==> src/rtl/pcs_rx_seq_ctrl_pkg.sv <==
// Shared types for the 64b/66b PCS receive sequence controller: rx states,
// block classes, the decoded-block record and the Clause 49 transition function.
package pcs_rx_pkg;

    localparam int BLK_DATA_W  = 64;
    localparam int BLK_KEEP_W  = BLK_DATA_W / 8;
    localparam int START_MAX_W = 2;

    typedef enum logic [2:0] {
        RX_INIT = 3'd0,
        RX_C    = 3'd1,
        RX_D    = 3'd2,
        RX_T    = 3'd3,
        RX_E    = 3'd4
    } rx_state_e;

    typedef enum logic [2:0] {
        TYPE_C = 3'd0,
        TYPE_S = 3'd1,
        TYPE_T = 3'd2,
        TYPE_D = 3'd3,
        TYPE_E = 3'd4
    } rx_type_e;

    typedef struct packed {
        logic                   ctrl_v;
        logic                   idle_v;
        logic [START_MAX_W-1:0] start_v;
        logic                   term_v;
        logic                   err_v;
        logic                   ord_v;
    } blk_flags_t;

    typedef struct packed {
        blk_flags_t              flags;
        logic [BLK_DATA_W-1:0]   data;
        logic [BLK_KEEP_W-1:0]   keep;
    } blk_t;

    // A terminate is only legal when the block after it can open a new
    // sequence (start or control); that is what the lookahead is for.
    function automatic rx_state_e rx_next_state(rx_state_e cur, rx_type_e typ, rx_type_e nxt);
        rx_state_e res;
        logic      t_ok;
        t_ok = (typ == TYPE_T) && ((nxt == TYPE_S) || (nxt == TYPE_C));
        res  = RX_E;
        case (cur)
            RX_D: begin
                if (typ == TYPE_D)  res = RX_D;
                else if (t_ok)      res = RX_T;
            end
            RX_E: begin
                if (typ == TYPE_C)      res = RX_C;
                else if (typ == TYPE_D) res = RX_D;
                else if (t_ok)          res = RX_T;
            end
            default: begin
                if (typ == TYPE_C)      res = RX_C;
                else if (typ == TYPE_S) res = RX_D;
            end
        endcase
        return res;
    endfunction

    function automatic blk_t err_block(blk_t b);
        blk_t r;
        r              = b;
        r.flags        = '0;
        r.flags.ctrl_v = 1'b1;
        r.flags.err_v  = 1'b1;
        r.keep         = '0;
        return r;
    endfunction

endpackage

==> src/rtl/pcs_rx_seq_ctrl_if.sv <==
// Decoded block bus between dec_lite_rx, the sequence controller and
// xgmii_dec_intf_rx. The slave side is the controller.
interface pcs_rx_seq_ctrl_if #(
    parameter int DATA_W      = 64,
    parameter int LANE0_CNT_N = 1
);
    localparam int KEEP_W = DATA_W / 8;

    logic                   valid_i;
    logic                   ctrl_v_i;
    logic                   idle_v_i;
    logic [LANE0_CNT_N-1:0] start_v_i;
    logic                   term_v_i;
    logic                   err_v_i;
    logic                   ord_v_i;
    logic [DATA_W-1:0]      data_i;
    logic [KEEP_W-1:0]      keep_i;

    logic                   valid_o;
    logic                   ctrl_v_o;
    logic                   idle_v_o;
    logic [LANE0_CNT_N-1:0] start_v_o;
    logic                   term_v_o;
    logic                   err_v_o;
    logic                   ord_v_o;
    logic [DATA_W-1:0]      data_o;
    logic [KEEP_W-1:0]      keep_o;

    modport master (
        output valid_i, ctrl_v_i, idle_v_i, start_v_i, term_v_i, err_v_i, ord_v_i, data_i, keep_i,
        input  valid_o, ctrl_v_o, idle_v_o, start_v_o, term_v_o, err_v_o, ord_v_o, data_o, keep_o
    );

    modport slave (
        input  valid_i, ctrl_v_i, idle_v_i, start_v_i, term_v_i, err_v_i, ord_v_i, data_i, keep_i,
        output valid_o, ctrl_v_o, idle_v_o, start_v_o, term_v_o, err_v_o, ord_v_o, data_o, keep_o
    );
endinterface

==> src/rtl/pcs_rx_seq_ctrl_classify.sv <==
// Combinational block classifier: decoder flags -> C/S/T/D/E.
module pcs_rx_blk_classify
    import pcs_rx_pkg::*;
(
    input  blk_flags_t flags_i,
    output rx_type_e   type_o
);
    logic any_start;

    assign any_start = |flags_i.start_v;

    always_comb begin
        type_o = TYPE_E;
        if (!flags_i.ctrl_v)
            type_o = TYPE_D;
        else if (flags_i.err_v)
            type_o = TYPE_E;
        else if (any_start && !flags_i.term_v)
            type_o = TYPE_S;
        else if (flags_i.term_v && !any_start)
            type_o = TYPE_T;
        else if ((flags_i.idle_v || flags_i.ord_v) && !any_start && !flags_i.term_v)
            type_o = TYPE_C;
    end
endmodule

==> src/rtl/pcs_rx_seq_ctrl.sv <==
// Clause 49 receive sequence controller: holds one block, judges it against
// the next valid block and emits it unchanged or as an error block.
module pcs_rx_seq_ctrl
    import pcs_rx_pkg::*;
#(
    parameter int IS_40G      = 1,
    parameter int DATA_W      = BLK_DATA_W,
    parameter int KEEP_W      = DATA_W / 8,
    parameter int LANE0_CNT_N = (IS_40G != 0) ? 1 : 2,
    parameter int ERR_CNT_W   = 8
) (
    input  logic                 clk,
    input  logic                 nreset,
    input  logic                 block_lock_i,
    input  logic                 hi_ber_i,
    pcs_rx_seq_ctrl_if.slave     bus,
    input  logic                 err_cnt_clr_i,
    output logic [2:0]           state_o,
    output logic [ERR_CNT_W-1:0] err_cnt_o
);
    rx_state_e             state_q, state_d, step_state;
    logic                  held_v_q, held_v_d;
    blk_t                  held_q, held_d;
    blk_t                  out_q, out_d;
    logic                  valid_o_q, valid_o_d;
    logic [ERR_CNT_W-1:0]  err_cnt_q, err_cnt_d;

    logic                  lock_ok;
    logic                  emit;
    blk_t                  in_blk;
    rx_type_e              in_type, held_type;
    logic [START_MAX_W-1:0] start_in;
    logic [DATA_W-1:0]     data_in;
    logic [KEEP_W-1:0]     keep_in;

    // 40G only starts on lane 0; the lane-4 start bit is tied off.
    if (IS_40G != 0) begin : g_40g
        assign start_in      = {1'b0, bus.start_v_i[0]};
        assign bus.start_v_o = out_q.flags.start_v[0];
    end else begin : g_10g
        assign start_in      = bus.start_v_i;
        assign bus.start_v_o = out_q.flags.start_v;
    end

    assign data_in = bus.data_i;
    assign keep_in = bus.keep_i;

    always_comb begin
        in_blk.flags.ctrl_v  = bus.ctrl_v_i;
        in_blk.flags.idle_v  = bus.idle_v_i;
        in_blk.flags.start_v = start_in;
        in_blk.flags.term_v  = bus.term_v_i;
        in_blk.flags.err_v   = bus.err_v_i;
        in_blk.flags.ord_v   = bus.ord_v_i;
        in_blk.data          = data_in;
        in_blk.keep          = keep_in;
    end

    pcs_rx_blk_classify u_cls_in   (.flags_i(in_blk.flags), .type_o(in_type));
    pcs_rx_blk_classify u_cls_held (.flags_i(held_q.flags), .type_o(held_type));

    assign lock_ok    = block_lock_i & ~hi_ber_i;
    assign emit       = lock_ok & bus.valid_i & held_v_q;
    assign step_state = rx_next_state(state_q, held_type, in_type);

    always_comb begin
        state_d   = state_q;
        held_v_d  = held_v_q;
        held_d    = held_q;
        out_d     = out_q;
        valid_o_d = 1'b0;
        err_cnt_d = err_cnt_q;

        // Losing lock discards the held block; the stream restarts from fill.
        if (!lock_ok) begin
            state_d  = RX_INIT;
            held_v_d = 1'b0;
        end else if (bus.valid_i) begin
            held_d   = in_blk;
            held_v_d = 1'b1;
            if (held_v_q) begin
                state_d   = step_state;
                valid_o_d = 1'b1;
                out_d     = (step_state == RX_E) ? err_block(held_q) : held_q;
            end
        end

        if (err_cnt_clr_i)
            err_cnt_d = '0;
        else if (emit && (step_state == RX_E) && !(&err_cnt_q))
            err_cnt_d = err_cnt_q + 1'b1;
    end

    always_ff @(posedge clk or negedge nreset) begin
        if (!nreset) begin
            state_q   <= RX_INIT;
            held_v_q  <= 1'b0;
            held_q    <= '0;
            out_q     <= '0;
            valid_o_q <= 1'b0;
            err_cnt_q <= '0;
        end else begin
            state_q   <= state_d;
            held_v_q  <= held_v_d;
            held_q    <= held_d;
            out_q     <= out_d;
            valid_o_q <= valid_o_d;
            err_cnt_q <= err_cnt_d;
        end
    end

    assign bus.valid_o  = valid_o_q;
    assign bus.ctrl_v_o = out_q.flags.ctrl_v;
    assign bus.idle_v_o = out_q.flags.idle_v;
    assign bus.term_v_o = out_q.flags.term_v;
    assign bus.err_v_o  = out_q.flags.err_v;
    assign bus.ord_v_o  = out_q.flags.ord_v;
    assign bus.data_o   = out_q.data;
    assign bus.keep_o   = out_q.keep;
    assign state_o      = state_q;
    assign err_cnt_o    = err_cnt_q;
endmodule

==> src/flat_wrapper.sv <==
// flat-port wrapper written by rule: the top's interface ports become plain ports
module pcs_rx_seq_ctrl_flat import pcs_rx_pkg::*;
#(
    parameter int IS_40G      = 1,
    parameter int DATA_W      = BLK_DATA_W,
    parameter int KEEP_W      = DATA_W / 8,
    parameter int LANE0_CNT_N = (IS_40G != 0) ? 1 : 2,
    parameter int ERR_CNT_W   = 8
)
  (clk, nreset, block_lock_i, hi_ber_i, err_cnt_clr_i, state_o, err_cnt_o, bus_valid_i, bus_ctrl_v_i, bus_idle_v_i, bus_start_v_i, bus_term_v_i, bus_err_v_i, bus_ord_v_i, bus_data_i, bus_keep_i, bus_valid_o, bus_ctrl_v_o, bus_idle_v_o, bus_start_v_o, bus_term_v_o, bus_err_v_o, bus_ord_v_o, bus_data_o, bus_keep_o);
  pcs_rx_seq_ctrl_if #(.DATA_W(DATA_W), .LANE0_CNT_N(LANE0_CNT_N)) bus_i ();
  input  logic clk;
  input  logic nreset;
  input  logic block_lock_i;
  input  logic hi_ber_i;
  input  logic err_cnt_clr_i;
  output logic [2:0] state_o;
  output logic [ERR_CNT_W-1:0] err_cnt_o;
  input wire logic [$bits(bus_i.valid_i)-1:0] bus_valid_i;
  input wire logic [$bits(bus_i.ctrl_v_i)-1:0] bus_ctrl_v_i;
  input wire logic [$bits(bus_i.idle_v_i)-1:0] bus_idle_v_i;
  input wire logic [$bits(bus_i.start_v_i)-1:0] bus_start_v_i;
  input wire logic [$bits(bus_i.term_v_i)-1:0] bus_term_v_i;
  input wire logic [$bits(bus_i.err_v_i)-1:0] bus_err_v_i;
  input wire logic [$bits(bus_i.ord_v_i)-1:0] bus_ord_v_i;
  input wire logic [$bits(bus_i.data_i)-1:0] bus_data_i;
  input wire logic [$bits(bus_i.keep_i)-1:0] bus_keep_i;
  output wire logic [$bits(bus_i.valid_o)-1:0] bus_valid_o;
  output wire logic [$bits(bus_i.ctrl_v_o)-1:0] bus_ctrl_v_o;
  output wire logic [$bits(bus_i.idle_v_o)-1:0] bus_idle_v_o;
  output wire logic [$bits(bus_i.start_v_o)-1:0] bus_start_v_o;
  output wire logic [$bits(bus_i.term_v_o)-1:0] bus_term_v_o;
  output wire logic [$bits(bus_i.err_v_o)-1:0] bus_err_v_o;
  output wire logic [$bits(bus_i.ord_v_o)-1:0] bus_ord_v_o;
  output wire logic [$bits(bus_i.data_o)-1:0] bus_data_o;
  output wire logic [$bits(bus_i.keep_o)-1:0] bus_keep_o;
  assign bus_i.valid_i = bus_valid_i;
  assign bus_i.ctrl_v_i = bus_ctrl_v_i;
  assign bus_i.idle_v_i = bus_idle_v_i;
  assign bus_i.start_v_i = bus_start_v_i;
  assign bus_i.term_v_i = bus_term_v_i;
  assign bus_i.err_v_i = bus_err_v_i;
  assign bus_i.ord_v_i = bus_ord_v_i;
  assign bus_i.data_i = bus_data_i;
  assign bus_i.keep_i = bus_keep_i;
  assign bus_valid_o = bus_i.valid_o;
  assign bus_ctrl_v_o = bus_i.ctrl_v_o;
  assign bus_idle_v_o = bus_i.idle_v_o;
  assign bus_start_v_o = bus_i.start_v_o;
  assign bus_term_v_o = bus_i.term_v_o;
  assign bus_err_v_o = bus_i.err_v_o;
  assign bus_ord_v_o = bus_i.ord_v_o;
  assign bus_data_o = bus_i.data_o;
  assign bus_keep_o = bus_i.keep_o;
  pcs_rx_seq_ctrl #(.IS_40G(IS_40G), .DATA_W(DATA_W), .KEEP_W(KEEP_W), .LANE0_CNT_N(LANE0_CNT_N), .ERR_CNT_W(ERR_CNT_W)) u_core (.clk(clk), .nreset(nreset), .block_lock_i(block_lock_i), .hi_ber_i(hi_ber_i), .bus(bus_i), .err_cnt_clr_i(err_cnt_clr_i), .state_o(state_o), .err_cnt_o(err_cnt_o));
endmodule
==> config.mk <==
export PLATFORM = sky130hd
export DESIGN_NAME = pcs_rx_seq_ctrl_flat
export DESIGN_NICKNAME = d
export VERILOG_FILES = /design/src/rtl/pcs_rx_seq_ctrl_pkg.sv /design/src/rtl/pcs_rx_seq_ctrl_if.sv /design/src/rtl/pcs_rx_seq_ctrl_classify.sv /design/src/rtl/pcs_rx_seq_ctrl.sv /design/src/flat_wrapper.sv
export SDC_FILE = /design/constraint.sdc
export NUM_CORES = 1
export LEC_CHECK = 0
export BUFFER_PORTS_ARGS = -buffer_cell sky130_fd_sc_hd__buf_2
export CAP_MARGIN = 10
export CORE_MARGIN = 4
export CORE_UTILIZATION = 35
export DETAILED_ROUTE_END_ITERATION = 10
export HOLD_SLACK_MARGIN = 0.05
export PLACE_DENSITY_LB_ADDON = 0.25
export SYNTH_ARGS = -nofsm -noshare
export SYNTH_HDL_FRONTEND = slang
export SYNTH_SLANG_ARGS = --single-unit
==> constraint.sdc <==
create_clock -name clk -period 5.5 [get_ports clk]
set_input_delay 0.275 -clock clk [delete_from_list [all_inputs] [get_ports clk]]
set_output_delay 0.275 -clock clk [all_outputs]
set_load 0.01 [all_outputs]
==> metrics <==
result of the run finished clean; Placement Setup Slack 2.63 ns; synthesized instance count 584; category of the worst setup path launch point register; Die Height 146 µm; Worst Path Class, Setup reg -> reg; Setup crit end kind register; PwrDens 397 nW/µm²; most used standard cell by instance count after synthesis nand2_1; Max Cap Violations 0; initial cell density of the core 35.5%; Hold WC Path Type in -> reg; sum of negative setup slack 0 ns; level count of the clock H-tree 4; via total after detailed routing 4688; count of nets left with antenna violations after detail routing 0; worst-case headroom to the max-slew limit 49.5%; final-report setup violation count 0; Reg clk slew, reported paths 0.07 ns; post-route clock period utilization 46.7%; width of the die 146 µm; drt pass-1 iters 4; IO Port Bufs 173; number of remaining DRC errors 0; Avg Inst Size Synth 11.3 µm²; routed length per placed instance 15.4 µm; sinks on the clock net 169; standby leakage power 4.27 nW; Worst-Margin Slew 0.758 ns; maximum number of pins on one net before global-route repair 60; Worst Path Arrival 2.91 ns; maximum root-to-sink buffer count 2; final wirelength 15400 µm; register bit count reported by yosys 169; PnR worst setup slack around 3 ns; Area Overhead vs Synth 25.9%; initial drt markers 252; highest clock frequency the design can meet a little under 0.4 GHz; sequential area share after synthesis between 60% and 70%; FFs w/ async S/R, synth 100%; routability congestion estimate from global placement between 0.7 and 0.8; core region area approximately 19000 µm²; hold slack 0.0826 ns; antenna violations before repair 0; I/O pin count 174; total power consumption of the routed design about 3.3 mW; Die Area 21200 µm²; final hold violation count 0; first-pass GRT wire length 25900 µm; Post-synth EDFFs 0; max-slew violation count 0; ratio of cells with drive above 1 in the final layout 38.6%; HPWL Detailed ~10000 µm; remaining global-route overflow 0; top area cells in the synthesized netlist dfrtp_1, mux2_2, nand2_1, o21ai_0, clkbuf_1; post-synthesis cell type with the largest combined area dfrtp_1; largest vdd supply drop 0.000215 V; Synth Cell Area 6620 µm²; insertion delay of the later-clocked pin in the worst-skew pair 0.41 ns; global-route total usage across every layer 15.1%; leading cell types by count after synthesis nand2_1, dfrtp_1, mux2_2; most frequently used flop master after synthesis dfrtp_1; clock tree from TritonCTS yes; final layout net count 840; via count of the first global-routing pass a little under 5000; Post-CTS Resized 0; post-synth cell types 39; post-synth net total 669; number of buffers inserted during clock tree synthesis 17; RSZ-0062 raised after global routing no; count of inserted antenna diode cells 0; top cell type's share of synthesized area 63.9%; number of cell rows 50; per-cell via count in the routed design 4.68; WP data required ~6 ns; number of warnings reported in the yosys synthesis log 0; Final Critical Period 2.57 ns; biggest fanout along the worst timing path 50; Root Buffer clkbuf_16; clk_skew around 0.0096 ns
## placed cells by master, fill, tap and decap left out, types with 3 or more instances in the layout
master	instances
nand2_1	221
buf_2	172
dfrtp_1	169
mux2_2	83
clkbuf_16	17
nor2_1	15
o21ai_0	12
nand3_1	7
buf_4	6
a21oi_1	5
nor3_1	4
nor2b_1	4
clkbuf_1	4
clkinv_4	4
inv_1	3
o31ai_1	3
nand2b_1	3
clkinvlp_4	3
bufinv_16	3
## power by group
group / leakage [nW] / internal (mW) / switching [mW]
clock: 0.274 / 0.715 / 0.489
combinational: 1.87 / 0.244 / 0.257
sequential: 2.13 / 1.47 / 0.130
## layout make-up
cell class	count	area [µm²]
fill	1774	10300
tap	234	293
clock buffer	21	440
sequential	169	4230
clock inverter	10	148
inverter	4	15.0
timing repair buffer	180	927
multi-input combinational	383	2280
## final timing paths
check / cells past startpoint / slack (ns) / to / start
hold / removal: 2 / 0.08 / u_core.held_q[26]$_DFFE_PN0P_ / bus_data_i[18]
hold reg to reg: 2 / 0.46 / u_core.bus.data_o[34]$_DFFE_PN0P_ / u_core.held_q[42]$_DFFE_PN0P_
setup reg to reg: 5 / 2.93 / u_core.err_cnt_o[6]$_DFFE_PN0P_ / u_core.held_v_q$_DFFE_PN0P_
setup / recovery: 5 / 2.93 / u_core.err_cnt_o[6]$_DFFE_PN0P_ / u_core.held_v_q$_DFFE_PN0P_
min in group asynchronous: 2 / 0.41 / u_core.bus.data_o[6]$_DFFE_PN0P_ / nreset
max in group asynchronous: 3 / 3.90 / u_core.held_q[10]$_DFFE_PN0P_ / nreset
## metrics by stage
stage	cells	util, %	instance area [µm²]
after global routing	1001	44.7	8330
final	1001	44.7	8330
after detailed placement	969	41.5	7730
after floorplan	584	-	6620
after global placement	969	41.5	7730
after CTS	1001	44.7	8330
## sequential cells by signal (all words and copies together), names as in the netlist
register and cells:
u_core.held_q 78, u_core.bus.data_o 64, u_core.bus.keep_o 8, u_core.err_cnt_o 8
u_core.state_o 3, u_core.bus.ctrl_v_o 1, u_core.bus.err_v_o 1, u_core.bus.idle_v_o 1
u_core.bus.ord_v_o 1, u_core.bus.start_v_o 1, u_core.bus.term_v_o 1, u_core.bus.valid_o 1
u_core.held_v_q 1
## critical path: stages (launching register included)
cell	delay (ns)
dfrtp_1	0.44
nand3_4	0.35
buf_4	0.44
or4_4	0.62
or4_1	0.47
a21oi_1	0.15
## layer usage
layer | up-vias | part of all wire (%) | track usage [%]
li1 | 2270 | - | -
met1 | 2275 | 48 | 20.7
met2 | 123 | 45 | 23.3
met3 | 20 | 5.4 | 4.14
met4 | 0 | 1.6 | 4.99
met5 | - | 0 | 0
## logic make-up after synthesis
logic type | synth area share, %
simple gates | 16.7
flops | 63.9
mux | 14.3
buf+inv | 1.98
compound gates | 2.85
xor+xnor | 0.132
fa+ha+maj | 0.189
## repair_timing
| item | 4_1_cts | 5_1_grt |
|---|---|---|
| buffers inserted | 0 | 0 |
| setup endpoints to repair | 0 | 0 |
| endpoints found under the hold margin | 57 | 0 |
| hold buffers | 1 | 0 |
No activity file was read; power rests on OpenSTA's default activity.
